### src/rtl/posit_frac_product_normalizer.sv
// ---------------------------------------------------------------------------
// posit_frac_product_normalizer
//
// Purpose:
//   Sits directly after the 7x7 unsigned fraction multiplier in the posit FMA
//   datapath. It takes the 14-bit significand product (two 1.6 operands, so the
//   product is 2.12). It then normalises the product to 1.x, adjusts the
//   combined scale, and rounds to FW fraction bits with round-to-nearest-even.
//   It also flags zero and inexact results. The block is a two-stage
//   valid/ready pipeline with backpressure and a synchronous flush. Its output
//   feeds the posit regime/exponent encoder.
//
//   Stage 1 (normalise): chooses the fraction window from the product MSB,
//                        splits it into F / guard / sticky, and adds the
//                        normalisation increment to the scale.
//   Stage 2 (round)    : applies the RNE increment and propagates a fraction
//                        carry into the scale.
//
// Parameters:
//   FW  output fraction width, hidden bit dropped (legal 1..11)
//   SW  signed scale width (two's complement)
//
// Ports:
//   clk_i          clock, all state on the rising edge
//   rst_ni         asynchronous active-low reset
//   flush_i        synchronous clear of both pipeline stages
//   in_valid_i     input product valid
//   in_ready_o     block can accept an input this cycle
//   in_prod_i      unsigned product A*B, 2.12 fixed point
//   in_scale_i     sum of the operand scales, signed
//   in_sign_i      result sign (XOR of the operand signs)
//   out_valid_o    output result valid
//   out_ready_i    downstream accepts the result
//   out_frac_o     rounded normalised fraction (hidden bit removed)
//   out_scale_o    adjusted scale, signed
//   out_sign_o     sign, passed through
//   out_zero_o     product was zero
//   out_inexact_o  guard or sticky was nonzero before rounding
// ---------------------------------------------------------------------------
module posit_frac_product_normalizer #(
    parameter int FW = 6,
    parameter int SW = 8
) (
    input  logic                 clk_i,
    input  logic                 rst_ni,
    input  logic                 flush_i,
    input  logic                 in_valid_i,
    output logic                 in_ready_o,
    input  logic [13:0]          in_prod_i,
    input  logic signed [SW-1:0] in_scale_i,
    input  logic                 in_sign_i,
    output logic                 out_valid_o,
    input  logic                 out_ready_i,
    output logic [FW-1:0]        out_frac_o,
    output logic signed [SW-1:0] out_scale_o,
    output logic                 out_sign_o,
    output logic                 out_zero_o,
    output logic                 out_inexact_o
);

    // Increment a signed scale by 0 or 1. The sum is formed one bit wider,
    // and the result clamps at the largest positive value. The scale only
    // ever grows here, so only positive overflow can happen.
    function automatic logic signed [SW-1:0] satInc(input logic signed [SW-1:0] a,
                                                    input logic inc);
        logic [SW:0] wide;
        wide = {a[SW-1], a} + {{SW{1'b0}}, inc};
        if (wide[SW] != wide[SW-1]) begin
            satInc = {1'b0, {(SW-1){1'b1}}};
        end else begin
            satInc = wide[SW-1:0];
        end
    endfunction

    // Pipeline state
    logic                 v1_q, v1_d;
    logic                 v2_q, v2_d;

    logic [FW-1:0]        f1_q, f1_d;
    logic                 g1_q, g1_d;
    logic                 s1_q, s1_d;
    logic                 zero1_q, zero1_d;
    logic                 sign1_q, sign1_d;
    logic signed [SW-1:0] scale1_q, scale1_d;

    logic [FW-1:0]        frac2_q, frac2_d;
    logic signed [SW-1:0] scale2_q, scale2_d;
    logic                 sign2_q, sign2_d;
    logic                 zero2_q, zero2_d;
    logic                 inexact2_q, inexact2_d;

    logic                 load1;
    logic                 load2;
    logic                 adv2;

    // Handshake. Stage 2 can take a new token when it is empty or its token
    // leaves this cycle. Stage 1 can accept when it is empty or its token
    // moves on. This is equivalent to !v1 | !v2 | out_ready and never
    // depends on in_valid.
    always_comb begin
        adv2       = !v2_q || out_ready_i;
        in_ready_o = !v1_q || adv2;
        load1      = in_valid_i && in_ready_o;
        load2      = adv2 && v1_q;
        v1_d       = v1_q;
        v2_d       = v2_q;
        if (flush_i) begin
            v1_d = 1'b0;
            v2_d = 1'b0;
        end else begin
            if (in_ready_o) begin
                v1_d = in_valid_i;
            end
            if (adv2) begin
                v2_d = v1_q;
            end
        end
    end

    // Stage 1 normalisation. A set product MSB means the value lies in
    // [2,4): the window starts one bit lower and the scale gains one.
    // Otherwise the product is already 1.x and is shifted so that the
    // hidden bit leaves the window. Illegal products (top two bits clear
    // but nonzero) take the 1.x path unchecked.
    always_comb begin
        logic        norm;
        logic [12:0] field;
        norm     = in_prod_i[13];
        field    = norm ? in_prod_i[12:0] : {in_prod_i[11:0], 1'b0};
        f1_d     = field[12 -: FW];
        g1_d     = field[12-FW];
        s1_d     = |field[11-FW:0];
        zero1_d  = (in_prod_i == 14'd0);
        sign1_d  = in_sign_i;
        scale1_d = satInc(in_scale_i, norm);
    end

    // Stage 2 rounding. Round to nearest even: round up when the guard bit
    // is set and either the sticky bit or the LSB is set. An all-ones F
    // wraps to zero, and the scale absorbs the carry. A zero product skips
    // rounding entirely and keeps its scale.
    always_comb begin
        logic          inc;
        logic [FW:0]   sum;
        inc        = g1_q & (s1_q | f1_q[0]);
        sum        = {1'b0, f1_q} + {{FW{1'b0}}, inc};
        sign2_d    = sign1_q;
        zero2_d    = zero1_q;
        frac2_d    = sum[FW-1:0];
        scale2_d   = satInc(scale1_q, sum[FW]);
        inexact2_d = g1_q | s1_q;
        if (zero1_q) begin
            frac2_d    = '0;
            scale2_d   = scale1_q;
            inexact2_d = 1'b0;
        end
    end

    // Valid bits. Reset and flush clear them so that in-flight tokens
    // vanish without any partial output.
    always_ff @(posedge clk_i or negedge rst_ni) begin
        if (!rst_ni) begin
            v1_q <= 1'b0;
            v2_q <= 1'b0;
        end else begin
            v1_q <= v1_d;
            v2_q <= v2_d;
        end
    end

    // Stage 1 data. This register loads only on an accepted transfer.
    always_ff @(posedge clk_i or negedge rst_ni) begin
        if (!rst_ni) begin
            f1_q     <= '0;
            g1_q     <= 1'b0;
            s1_q     <= 1'b0;
            zero1_q  <= 1'b0;
            sign1_q  <= 1'b0;
            scale1_q <= '0;
        end else if (load1) begin
            f1_q     <= f1_d;
            g1_q     <= g1_d;
            s1_q     <= s1_d;
            zero1_q  <= zero1_d;
            sign1_q  <= sign1_d;
            scale1_q <= scale1_d;
        end
    end

    // Stage 2 data. It holds steady while the output is stalled.
    always_ff @(posedge clk_i or negedge rst_ni) begin
        if (!rst_ni) begin
            frac2_q    <= '0;
            scale2_q   <= '0;
            sign2_q    <= 1'b0;
            zero2_q    <= 1'b0;
            inexact2_q <= 1'b0;
        end else if (load2) begin
            frac2_q    <= frac2_d;
            scale2_q   <= scale2_d;
            sign2_q    <= sign2_d;
            zero2_q    <= zero2_d;
            inexact2_q <= inexact2_d;
        end
    end

    assign out_valid_o   = v2_q;
    assign out_frac_o    = frac2_q;
    assign out_scale_o   = scale2_q;
    assign out_sign_o    = sign2_q;
    assign out_zero_o    = zero2_q;
    assign out_inexact_o = inexact2_q;

endmodule
### config.mk
export PLATFORM = sky130hd
export DESIGN_NAME = posit_frac_product_normalizer
export DESIGN_NICKNAME = d
export VERILOG_FILES = /design/src/rtl/posit_frac_product_normalizer.sv
export SDC_FILE = /design/constraint.sdc
export NUM_CORES = 1
export LEC_CHECK = 0
export CORE_UTILIZATION = 30
export CTS_CLUSTER_DIAMETER = 60
export DETAILED_ROUTE_END_ITERATION = 12
export HOLD_SLACK_MARGIN = 0.05
export PLACE_DENSITY = 0.5
export SYNTH_ARGS = -nofsm -noshare
export SYNTH_HDL_FRONTEND = slang
export SYNTH_SLANG_ARGS = --single-unit
### constraint.sdc
create_clock -name clk_i -period 6.6 [get_ports clk_i]
set_input_delay 1.65 -clock clk_i [delete_from_list [all_inputs] [get_ports clk_i]]
set_output_delay 1.65 -clock clk_i [all_outputs]
set_load 0.01 [all_outputs]
==> results_tabular.tex, run 1 <==
\begin{tabular}{lr}
\hline
Metric & Value \\
\hline
\multicolumn{2}{l}{\textbf{Finish}} \\
\quad Area of all sequential standard cells & 926 um2 \\
\quad Total number of nets in the final design & 293 \\
\quad Highest-count cells in the layout ignoring fill and taps & clkdlybuf4s50\_1, nand2\_1, dfrtp\_1 \\
\quad Commonest non-fill, non-tap cell in the layout & clkdlybuf4s50\_1 \\
\quad Area of combinational cells with multiple inputs & 985 um2 \\
\quad Area growth from synthesis to final layout & 32.2\% \\
\quad Share of post-route cells with drive strength above 1 & 0.0659 \\
\quad Count of fill cells added during filler insertion & roughly 640 \\
\quad Antenna diode count & 0 \\
\multicolumn{2}{l}{\textbf{Status}} \\
\quad Result of the run & finished clean \\
\multicolumn{2}{l}{\textbf{Floorplanning}} \\
\quad I/O pin count & 47 \\
\quad Starting utilization of the core area & 0.310 \\
\quad Placement Rows & 29 \\
\quad Die X-Extent & slightly above 80 um \\
\quad Die footprint & 6890 um2 \\
\quad Chip Height & $\sim$83 um \\
\quad Core region area & between 6000 and 7000 um2 \\
\multicolumn{2}{l}{\textbf{Synthesis}} \\
\quad Total standard cell area after synthesis & just under 2000 um2 \\
\quad Post-Synthesis Mean Instance Area & approximately 9.2 um2 \\
\quad Fraction of registers with async set/reset & 1.00 \\
\quad Syn nets & $\sim$250 \\
\quad Number of enable flip-flop cells after synthesis & 0 \\
\quad Primary flip-flop cell chosen by synthesis mapping & dfrtp\_1 \\
\quad YS warnings & 0 \\
\quad Cell type with the largest total area after synthesis & dfrtp\_1 \\
\quad Share of the synthesized area in the top cell type & 0.470 \\
\quad Library cells used by synthesis & 42 \\
\quad Mapped Cells & approximately 210 \\
\quad Synthesized flop and latch total & 37 \\
\quad Synth top area cells & dfrtp\_1, nand2\_1, o21ai\_0 \\
\quad Share of synthesized area occupied by flip-flops and latches & 0.470 \\
\multicolumn{2}{l}{\textbf{Clock tree}} \\
\quad TritonCTS Buffers & 5 \\
\quad Total of hold buffers inserted after clock tree synthesis & 0 \\
\quad Buffer count from post-CTS setup fixing & 0 \\
\quad Count of clock tree sinks & 37 \\
\quad Clock tree from TritonCTS & done \\
\quad Number of buffers between clock root and the deepest sink & 2 \\
\quad Resized cells post-CTS & 0 \\
\quad Master cell of the clock root buffer & clkbuf\_8 \\
\quad Worst-Skew Late Latency & $\sim$0.29 ns \\
\quad H-tree levels & 2 \\
\quad Clock slew seen by the registers of the worst setup and hold paths & around 0.070 ns \\
\multicolumn{2}{l}{\textbf{Timing}} \\
\quad Unrepaired setup endpoints after global routing & false \\
\quad Clock Skew & 0.00317 ns \\
\quad Tcrit/Tclk final & 0.679 \\
\quad Worst hold slack & roughly 0.48 ns \\
\quad Number of slew-limit violations in the final report & 0 \\
\quad Aggregate negative setup slack & 0 ns \\
\quad Final number of hold-violating endpoints & 0 \\
\quad Worst max-slew margin expressed relative to the limit & 0.458 \\
\quad Post-layout minimum cycle time & around 4.5 ns \\
\quad Achievable frequency & between 200 and 250 MHz \\
\quad Slew at the pin closest to its max-slew limit & around 0.81 ns \\
\quad Setup-violating endpoint count in the final report & 0 \\
\multicolumn{2}{l}{\textbf{Route}} \\
\quad Via-to-Cell Ratio & roughly 4.8 \\
\quad Post-detailed-route wirelength per cell & approximately 12 um \\
\quad Post-detailed-routing wire length & approximately 4000 um \\
\quad Detailed Route Iter0 Violations & 50 \\
\quad DRC violation count after routing & 0 \\
\quad Total number of vias & 1600 \\
\quad Residual antenna-violating net count after detailed routing & 0 \\
\quad Drt first pass iters & 4 \\
\multicolumn{2}{l}{\textbf{Min path}} \\
\quad Worst hold path cell count & 1 \\
\quad Endpoint with the worst hold slack & out\_scale\_o[6] \\
\quad Worst min-delay path startpoint & out\_scale\_o[6] \\
\quad Hold Crit Class & reg2reg \\
\multicolumn{2}{l}{\textbf{Power and ir drop}} \\
\quad Sequential share of power & 0.455 \\
\quad Switching share of power & 0.273 \\
\quad Switching pwr & roughly 170 uW \\
\quad Internal & 446 uW \\
\quad Proportion of power drawn by the clock network & 0.319 \\
\quad Max VDD drop & 98.8 uV \\
\quad Leakage power figure & 0.00113 uW \\
\quad Tot Pwr & slightly above 600 uW \\
\quad P per Cell Area & 236 nW/um2 \\
\quad Logic pwr share & 0.226 \\
\multicolumn{2}{l}{\textbf{Placed design}} \\
\quad Sum of net half-perimeters after detailed placement & roughly 3000 um \\
\quad Placer congestion estimate & around 0.78 \\
\quad Number of buffers inserted by port buffering & 46 \\
\multicolumn{2}{l}{\textbf{Worst setup path}} \\
\quad Path depth of the worst reg2reg path & 11 \\
\quad R2r startpoint & s1\_q \\
\quad Crit path required time & about 5 ns \\
\quad Category of the worst setup path launch point & input pin \\
\quad Slack of the worst reg-to-reg path & 3.41 ns \\
\quad Type of the setup path with the least slack & in2out \\
\quad Critical path data arrival time & $\sim$2.8 ns \\
\quad Crit Path Max Fanout & 4 \\
\quad Crit Reg-Reg Endpoint & out\_scale\_o[3] \\
\quad Crit end category & primary output \\
\multicolumn{2}{l}{\textbf{Global routing}} \\
\quad Vias in the first global route & around 1600 \\
\quad First-pass GRT wire length & between 7000 and 8000 um \\
\quad Maximum number of pins on one net before global-route repair & 38 \\
\quad Global Route Usage Sum & 0.128 \\
\quad Initial antenna violation count & 0 \\
\quad Total gr overflow & 0 \\
\multicolumn{2}{l}{\textbf{Flow run}} \\
\quad Maximum Capacitance Violations & 0 \\
\hline
\end{tabular}
## registers in the layout (all words and copies together), names as in the netlist
| signal | cells |
|---|---|
| s1_q | 1 |
| g1_q | 1 |
| v1_q | 1 |
| out_scale_o | 8 |
| out_inexact_o | 1 |
| out_sign_o | 1 |
| scale1_q | 8 |
| out_frac_o | 6 |
| sign1_q | 1 |
| out_zero_o | 1 |
| f1_q | 6 |
| out_valid_o | 1 |
| zero1_q | 1 |
## kinds of logic (layout without fill, tap and decap cells)
kind of cell / Yosys count / in the layout / share of synthesized area
AND/OR/NAND/NOR: 88 / 88 / 0.211
adder cells (fa/ha/maj): 8 / 8 / 0.0508
flip-flops: 37 / 37 / 0.470
multiplexers: 10 / 10 / 0.0521
buffers and inverters: 15 / 60 / 0.0299
AO/OA/AOI/OAI: 46 / 46 / 0.146
XOR/XNOR: 9 / 9 / 0.0400
## per-stage QoR
| stage | cell area, um2 | setup slack, ns | cells | utilization |
|---|---|---|---|---|
| 6_report | 2600 | 2.12 | 335 | 0.410 |
| 5_1_grt | 2600 | 2.04 | 335 | 0.410 |
| 4_1_cts | 2600 | 2.12 | 335 | 0.410 |
| 3_5_place_dp | 2490 | 2.12 | 327 | 0.392 |
| 3_3_place_gp | 2490 | 2.13 | 327 | 0.392 |
| 2_1_floorplan | 1970 | 3.08 | 213 | - |
## worst max-delay path, cell delays in order
cell	delay (ns)
clkdlybuf4s50_1	0.46
nand3b_1	0.16
clkdlybuf4s50_1	0.56
## metal layers
metal  global-route usage  vias to the layer above  routed length [um]  share of wire
met2                0.189                       44                1630           0.41
li1                     -                      839                   -              -
met5                    0                        -                   0              0
met3               0.0278                        4                 178          0.045
met4               0.0470                        0                  58          0.015
met1                0.185                      713                2130           0.53
## worst max path at each step
| stage | startpoint | endpoint | slack, ns | cells after the start |
|---|---|---|---|---|
| 5_1_grt | out_ready_i | in_ready_o | 2.04 | 3 |
| 3_3_place_gp | out_ready_i | in_ready_o | 2.13 | 3 |
| 6_report | out_ready_i | in_ready_o | 2.12 | 3 |
| 2_1_floorplan | out_ready_i | in_ready_o | 3.08 | 1 |
| 3_5_place_dp | out_ready_i | in_ready_o | 2.12 | 3 |
| 4_1_cts | out_ready_i | in_ready_o | 2.12 | 3 |
## power groups by stage
stage | combinational (uW) | sequential [uW] | clock [uW]
3_5_place_dp | 141 | 285 | 0
6_report | 139 | 279 | 195
3_3_place_gp | 140 | 284 | 0
2_1_floorplan | 60.3 | 289 | 0
5_1_grt | 155 | 285 | 213
4_1_cts | 141 | 280 | 204
## cell usage after synthesis, types with 2 or more instances
cell / number
nand2_1: 38
dfrtp_1: 37
o21ai_0: 21
nor2_1: 15
nand3_1: 9
ha_1: 8
mux2i_1: 8
a21oi_1: 7
clkbuf_1: 6
xor2_1: 6
inv_1: 5
nor3_1: 5
a31oi_1: 3
and3_1: 3
nand2b_1: 3
nor4_1: 3
o31ai_1: 3
xnor2_1: 3
a22o_1: 2
and2_1: 2
buf_1: 2
buf_2: 2
mux2_2: 2
nor3b_1: 2
## area by class of cell
class	instances	share of cell area
inverters	5	0.00721
clock inverters	3	0.0178
flip-flops and latches	37	0.356
clock buffers	5	0.0264
well taps	77	0.0370
repair buffers	47	0.178
multi-input cells	161	0.378
Power figures use the tool's default switching activity.
==> run 2: changes to the inputs <==
==> constraint.sdc (replaced) <==
create_clock -name clk_i -period 4.52 [get_ports clk_i]
set_input_delay 1.13 -clock clk_i [delete_from_list [all_inputs] [get_ports clk_i]]
set_output_delay 1.13 -clock clk_i [all_outputs]
set_load 0.01 [all_outputs]
==> run 2 against run 1 <==
Critical path depth stayed put. Combinational power is 47% higher. Utilization is 0.45 points lower. Clock power is 17% higher. Global-route usage is 0.32 points higher. Flip-flop and latch count stayed put. Clock skew is 0.0032 ns higher. Total power is 37% higher. Largest cell class unchanged.
==> results_tabular.tex, run 2 (synthesis gave the netlist of run 1 again) <==
\begin{tabular}{lr}
\hline
Metric & Value \\
\hline
\multicolumn{2}{l}{\textbf{Clock tree}} \\
\quad Buffer count from post-CTS setup fixing & 0 (unchanged) \\
\quad TritonCTS Buffers & 5 (unchanged) \\
\quad Total of hold buffers inserted after clock tree synthesis & 0 (unchanged) \\
\quad Worst-Skew Late Latency & 0.28 ns (was 0.29 ns) \\
\quad Clock tree from TritonCTS & done (unchanged) \\
\quad Clock slew seen by the registers of the worst setup and hold paths & 0.06 ns (was 0.07 ns) \\
\quad H-tree levels & 2 (unchanged) \\
\quad Resized cells post-CTS & 0 (unchanged) \\
\quad Master cell of the clock root buffer & clkbuf\_8 (unchanged) \\
\quad Number of buffers between clock root and the deepest sink & 2 (unchanged) \\
\quad Count of clock tree sinks & 37 (unchanged) \\
\multicolumn{2}{l}{\textbf{Worst setup path}} \\
\quad Crit end category & primary output (unchanged) \\
\quad Category of the worst setup path launch point & input pin (unchanged) \\
\quad Type of the setup path with the least slack & in2out (unchanged) \\
\quad Crit path required time & 3.39 ns (was 4.95 ns) \\
\quad Crit Path Max Fanout & 4 (unchanged) \\
\quad Path depth of the worst reg2reg path & 11 (unchanged) \\
\quad Critical path data arrival time & 2.32 ns (was 2.83 ns) \\
\multicolumn{2}{l}{\textbf{Route}} \\
\quad Highest routed metal layer & met4 (unchanged) \\
\quad Post-detailed-routing wire length & 4050 um (was 4000 um) \\
\quad Post-detailed-route wirelength per cell & 12.1 um (was 11.9 um) \\
\quad Wire length on met3 & 165 um (was 178 um) \\
\quad Routed length on met2 & 1680 um (was 1630 um) \\
\quad Detailed Route Iter0 Violations & 61 (was 50) \\
\quad Residual antenna-violating net count after detailed routing & 0 (unchanged) \\
\quad Via-to-Cell Ratio & 4.77 (was 4.78) \\
\quad Detailed-routing wirelength on met1 & 2150 um (was 2130 um) \\
\quad Drt first pass iters & 4 (unchanged) \\
\quad Total number of vias & 1593 (was 1600) \\
\quad DRC violation count after routing & 0 (unchanged) \\
\multicolumn{2}{l}{\textbf{Placed design}} \\
\quad Sum of net half-perimeters after detailed placement & 3070 um (was 3000 um) \\
\quad Number of buffers inserted by port buffering & 46 (unchanged) \\
\quad Placer congestion estimate & 0.777 (was 0.776) \\
\quad Cell area after placement & 2490 um2 (unchanged) \\
\multicolumn{2}{l}{\textbf{Global routing}} \\
\quad Vias in the first global route & 1567 (was 1558) \\
\quad First-pass GRT wire length & 7440 um (was 7210 um) \\
\quad Maximum number of pins on one net before global-route repair & 38 (unchanged) \\
\quad Total gr overflow & 0 (unchanged) \\
\quad Initial antenna violation count & 0 (unchanged) \\
\quad Global Route Usage Sum & 0.132 (was 0.128) \\
\multicolumn{2}{l}{\textbf{Finish}} \\
\quad Commonest non-fill, non-tap cell in the layout & clkdlybuf4s50\_1 (unchanged) \\
\quad Area growth from synthesis to final layout & 30.7\% (was 32.2\%) \\
\quad Area of combinational cells with multiple inputs & 985 um2 (unchanged) \\
\quad Area of all sequential standard cells & 926 um2 (unchanged) \\
\quad Total number of nets in the final design & 293 (unchanged) \\
\quad Antenna diode count & 0 (unchanged) \\
\quad Share of post-route cells with drive strength above 1 & 0.0584 (was 0.0659) \\
\quad Highest-count cells in the layout ignoring fill and taps & clkdlybuf4s50\_1, nand2\_1, dfrtp\_1 (unchanged) \\
\quad Count of fill cells added during filler insertion & 653 (was 638) \\
\quad Area of all placed cells without fillers & 2570 um2 (was 2600 um2) \\
\multicolumn{2}{l}{\textbf{Floorplanning}} \\
\quad Starting utilization of the core area & 0.310 (unchanged) \\
\quad Placement Rows & 29 (unchanged) \\
\quad I/O pin count & 47 (unchanged) \\
\quad Chip Height & 83.0 um (unchanged) \\
\quad Core region area & 6350 um2 (unchanged) \\
\quad Die footprint & 6890 um2 (unchanged) \\
\quad Die X-Extent & 83.0 um (unchanged) \\
\multicolumn{2}{l}{\textbf{Timing}} \\
\quad Worst max-slew margin expressed relative to the limit & 0.438 (was 0.458) \\
\quad Unrepaired setup endpoints after global routing & false (unchanged) \\
\quad Setup-violating endpoint count in the final report & 0 (unchanged) \\
\quad Post-layout minimum cycle time & approximately 3.4 ns \\
\quad Slew at the pin closest to its max-slew limit & 0.840 ns (was 0.813 ns) \\
\quad Tcrit/Tclk final & 0.763 \\
\quad Achievable frequency & a little under 300 MHz \\
\quad Clock Skew & 0.00636 ns (was 0.00317 ns) \\
\quad Number of slew-limit violations in the final report & 0 (unchanged) \\
\quad Final number of hold-violating endpoints & 0 (unchanged) \\
\quad Aggregate negative setup slack & 0 ns (unchanged) \\
\multicolumn{2}{l}{\textbf{Min path}} \\
\quad Hold Crit Class & reg2reg (unchanged) \\
\quad Worst hold path cell count & 2 (was 1) \\
\multicolumn{2}{l}{\textbf{Flow run}} \\
\quad Maximum Capacitance Violations & 0 (unchanged) \\
\multicolumn{2}{l}{\textbf{Status}} \\
\quad Result of the run & finished clean (unchanged) \\
\multicolumn{2}{l}{\textbf{Power and ir drop}} \\
\quad Leakage power figure & 0.00112 uW (was 0.00113 uW) \\
\quad Max VDD drop & 109 uV (was 98.8 uV) \\
\quad P per Cell Area & 326 nW/um2 (was 236 nW/um2) \\
\hline
\end{tabular}
run 2: changes by cell type in the layout (fill, tap and decap cells not counted), sizes merged:
cell | before | now
clkinv | 1 | 0
clkinvlp | 1 | 0
clkbuf | 5 | 7
bufinv | 1 | 0
run 2: where the power goes:
group	switching (uW)	total, uW	internal [uW]
Combinational	91.3	204	112
Clock	107	228	121
Sequential	33.4	408	375
run 2: final timing paths:
| path | from | end | slack [ns] |
|---|---|---|---|
| worst max-delay path | out_ready_i | in_ready_o | 1.07 |
| worst min-delay path | out_frac_o[1] | out_frac_o[1] | 0.48 |
| worst min register to register | out_frac_o[1] | out_frac_o[1] | 0.48 |
| worst max register to register | s1_q | out_scale_o[3] | 1.35 |
| max in group asynchronous | rst_ni | f1_q[3] | 3.08 |
| min in group asynchronous | rst_ni | out_scale_o[0] | 0.93 |
run 2: cell type report:
cell class / instances / share of cell area
timing repair buffer: 47 / 0.180
sequential: 37 / 0.360
multi-input combinational: 161 / 0.382
clock buffer: 7 / 0.0335
tap: 77 / 0.0374
inverter: 5 / 0.00729
run 2: per-stage QoR:
step | std cells | total power (uW) | hold WS, ns | util | worst slack (ns)
6_report | 334 | 840 | 0.478 | 0.406 | 1.07
5_1_grt | 334 | 901 | 0.502 | 0.406 | 1.00
4_1_cts | 334 | 855 | 0.488 | 0.406 | 1.07
3_5_place_dp | 327 | 622 | 0.472 | 0.392 | 0.980
3_3_place_gp | 327 | 620 | 0.464 | 0.392 | 1.02
2_1_floorplan | 213 | 510 | 0.442 | - | 1.50
run 2: per-layer routing:
metal | track usage | vias up
met3 | 0.0298 | 4
met4 | 0.0376 | 0
met5 | 0 | -
met2 | 0.192 | 36
li1 | - | 835
met1 | 0.194 | 718
run 2: critical path, stage by stage:
cell and delay [ns]:
clkdlybuf4s50_1 0.46, nand3b_1 0.17, clkdlybuf4s50_1 0.56
==> run 3: changes to the inputs <==
==> constraint.sdc (replaced) <==
create_clock -name clk_i -period 3.5 [get_ports clk_i]
set_input_delay 0.875 -clock clk_i [delete_from_list [all_inputs] [get_ports clk_i]]
set_output_delay 0.875 -clock clk_i [all_outputs]
set_load 0.01 [all_outputs]
==> run 3 against run 2 <==
Register-to-register slack got worse by 0.97 ns. Clock power grew 30%. Worst setup slack lost 0.69 ns. Largest cell class unchanged. Largest power group unchanged.
==> results_tabular.tex, run 3 (synthesis gave the netlist of run 1 again) <==
\begin{tabular}{lr}
\hline
Metric & Value \\
\hline
\multicolumn{2}{l}{\textbf{Status}} \\
\quad Result of the run & finished clean (unchanged) \\
\multicolumn{2}{l}{\textbf{Clock tree}} \\
\quad Buffer count from post-CTS setup fixing & 0 (unchanged) \\
\quad Total of hold buffers inserted after clock tree synthesis & 0 (unchanged) \\
\quad Master cell of the clock root buffer & clkbuf\_8 (unchanged) \\
\quad Worst-Skew Late Latency & 0.28 ns (about the same) \\
\quad Clock slew seen by the registers of the worst setup and hold paths & 0.07 ns (was 0.06 ns) \\
\quad Count of clock tree sinks & 37 (unchanged) \\
\quad Resized cells post-CTS & 0 (unchanged) \\
\quad H-tree levels & 2 (unchanged) \\
\quad TritonCTS Buffers & 5 (unchanged) \\
\quad Number of buffers between clock root and the deepest sink & 2 (unchanged) \\
\quad Clock tree from TritonCTS & done (unchanged) \\
\multicolumn{2}{l}{\textbf{Flow run}} \\
\quad Maximum Capacitance Violations & 0 (unchanged) \\
\multicolumn{2}{l}{\textbf{Global routing}} \\
\quad Most Used Layer, Global Route & met2 (was met1) \\
\quad Global Route Usage Sum & 0.134 (was 0.132) \\
\quad First-pass GRT wire length & 7630 um (was 7440 um) \\
\quad Routing usage on met1 & 0.191 (was 0.194) \\
\quad Total gr overflow & 0 (unchanged) \\
\quad GR Util met2 & 0.205 (was 0.192) \\
\quad Maximum number of pins on one net before global-route repair & 38 (unchanged) \\
\quad Initial antenna violation count & 0 (unchanged) \\
\quad Vias in the first global route & 1632 (was 1567) \\
\quad Routing usage on met3 & 0.0268 (was 0.0298) \\
\multicolumn{2}{l}{\textbf{Worst setup path}} \\
\quad Crit Path Max Fanout & 9 (was 4) \\
\quad Category of the worst setup path launch point & flip-flop (was input pin) \\
\quad Critical path data arrival time & 3.29 ns (was 2.32 ns) \\
\quad Slack of the worst reg-to-reg path & 0.38 ns (was 1.35 ns) \\
\quad Crit Reg-Reg Endpoint & out\_scale\_o[3] (unchanged) \\
\quad Type of the setup path with the least slack & reg2reg (was in2out) \\
\quad Crit end category & flip-flop (was primary output) \\
\quad Path depth of the worst reg2reg path & 11 (unchanged) \\
\quad R2r startpoint & s1\_q (unchanged) \\
\quad Crit path required time & 3.67 ns (was 3.39 ns) \\
\multicolumn{2}{l}{\textbf{Route}} \\
\quad DRC violation count after routing & 0 (unchanged) \\
\quad Detailed Route Iter0 Violations & 57 (was 61) \\
\quad Residual antenna-violating net count after detailed routing & 0 (unchanged) \\
\quad Post-detailed-routing wire length & 4110 um (was 4050 um) \\
\quad Total number of vias & 1623 (was 1593) \\
\quad Drt first pass iters & 4 (unchanged) \\
\quad Post-detailed-route wirelength per cell & 12.2 um (was 12.1 um) \\
\quad Via-to-Cell Ratio & 4.82 (was 4.77) \\
\multicolumn{2}{l}{\textbf{Timing}} \\
\quad Final number of hold-violating endpoints & 0 (unchanged) \\
\quad Number of slew-limit violations in the final report & 0 (unchanged) \\
\quad Worst max-slew margin expressed relative to the limit & 0.449 (was 0.438) \\
\quad Clock Skew & 0.00702 ns (was 0.00636 ns) \\
\quad Post-layout minimum cycle time & just over 3 ns \\
\quad Tcrit/Tclk final & 0.891 \\
\quad Unrepaired setup endpoints after global routing & false (unchanged) \\
\quad Setup-violating endpoint count in the final report & 0 (unchanged) \\
\quad Slew at the pin closest to its max-slew limit & 0.826 ns (was 0.840 ns) \\
\quad Aggregate negative setup slack & 0 ns (unchanged) \\
\quad Worst hold slack & 0.478 ns (about the same) \\
\quad Achievable frequency & between 300 and 400 MHz \\
\multicolumn{2}{l}{\textbf{Min path}} \\
\quad Endpoint with the worst hold slack & out\_frac\_o[2] (was out\_frac\_o[1]) \\
\quad Hold Crit Class & reg2reg (unchanged) \\
\quad Worst min-delay path startpoint & out\_frac\_o[2] (was out\_frac\_o[1]) \\
\quad Worst hold path cell count & 2 (unchanged) \\
\multicolumn{2}{l}{\textbf{Floorplanning}} \\
\quad Core region area & 6350 um2 (unchanged) \\
\quad Die footprint & 6890 um2 (unchanged) \\
\quad Placement Rows & 29 (unchanged) \\
\quad Starting utilization of the core area & 0.310 (unchanged) \\
\quad I/O pin count & 47 (unchanged) \\
\quad Chip Height & 83.0 um (unchanged) \\
\quad Die X-Extent & 83.0 um (unchanged) \\
\multicolumn{2}{l}{\textbf{Power and ir drop}} \\
\quad P per Cell Area & 420 nW/um2 (was 326 nW/um2) \\
\quad Leakage power figure & 0.00113 uW (was 0.00112 uW) \\
\quad Max VDD drop & 175 uV (was 109 uV) \\
\multicolumn{2}{l}{\textbf{Finish}} \\
\quad Share of post-route cells with drive strength above 1 & 0.0692 (was 0.0584) \\
\quad Area growth from synthesis to final layout & 31.9\% (was 30.7\%) \\
\quad Commonest non-fill, non-tap cell in the layout & clkdlybuf4s50\_1 (unchanged) \\
\quad Highest-count cells in the layout ignoring fill and taps & clkdlybuf4s50\_1, nand2\_1, dfrtp\_1 (unchanged) \\
\quad Total number of nets in the final design & 296 (was 293) \\
\quad Antenna diode count & 0 (unchanged) \\
\multicolumn{2}{l}{\textbf{Placed design}} \\
\quad Number of buffers inserted by port buffering & 46 (unchanged) \\
\quad Sum of net half-perimeters after detailed placement & 3140 um (was 3070 um) \\
\quad Placer congestion estimate & 0.766 (was 0.777) \\
\hline
\end{tabular}
-- run 3: stage by stage --
step / utilization / power, uW / area, um2 / instances / setup WS [ns]
4_1_cts: 0.409 / 1110 / 2600 / 337 / 0.372
6_report: 0.409 / 1090 / 2600 / 337 / 0.382
3_5_place_dp: 0.395 / 807 / 2510 / 330 / 0.368
2_1_floorplan: - / 658 / 1970 / 213 / 0.476
5_1_grt: 0.409 / 1160 / 2600 / 337 / 0.106
3_3_place_gp: 0.395 / 806 / 2510 / 330 / 0.452
-- run 3: worst max path at each step --
stage	start	to
floorplan	s1_q	out_scale_o[3]
global placement	s1_q	out_scale_o[3]
detailed placement	s1_q	out_scale_o[3]
CTS	s1_q	out_scale_o[3]
global route	s1_q	out_scale_o[4]
finish	s1_q	out_scale_o[3]
-- run 3: cell type report --
class / instances / area, um2
Sequential cell: 37 / 926
Timing Repair Buffer: 50 / 485
Inverter: 5 / 18.8
Tap cell: 77 / 96.3
Fill cell: 637 / 3750
Clock buffer: 7 / 86.3
Multi-Input combinational cell: 161 / 985
-- run 3: worst max-delay path, stage by stage (launching register included) --
cell	delay [ns]
dfrtp_1	0.40
o21a_1	0.19
ha_1	0.21
ha_1	0.23
and3_1	0.18
ha_1	0.20
ha_1	0.23
a21boi_0	0.18
ha_1	0.35
or4_2	0.67
o21ai_0	0.09
o21ai_0	0.09
-- run 3: layer usage --
layer  wire length [um]  part of all wire  vias to the layer above
met5                  0                 0                        -
met1               2180              0.53                      738
met3                150             0.037                        4
li1                   -                 -                      845
met4                 48             0.012                        0
met2               1730              0.42                       36
-- run 3: report_power, final --
part	switching (uW)	internal, uW
registers	43.1	484
logic	119	148
clock network	141	156
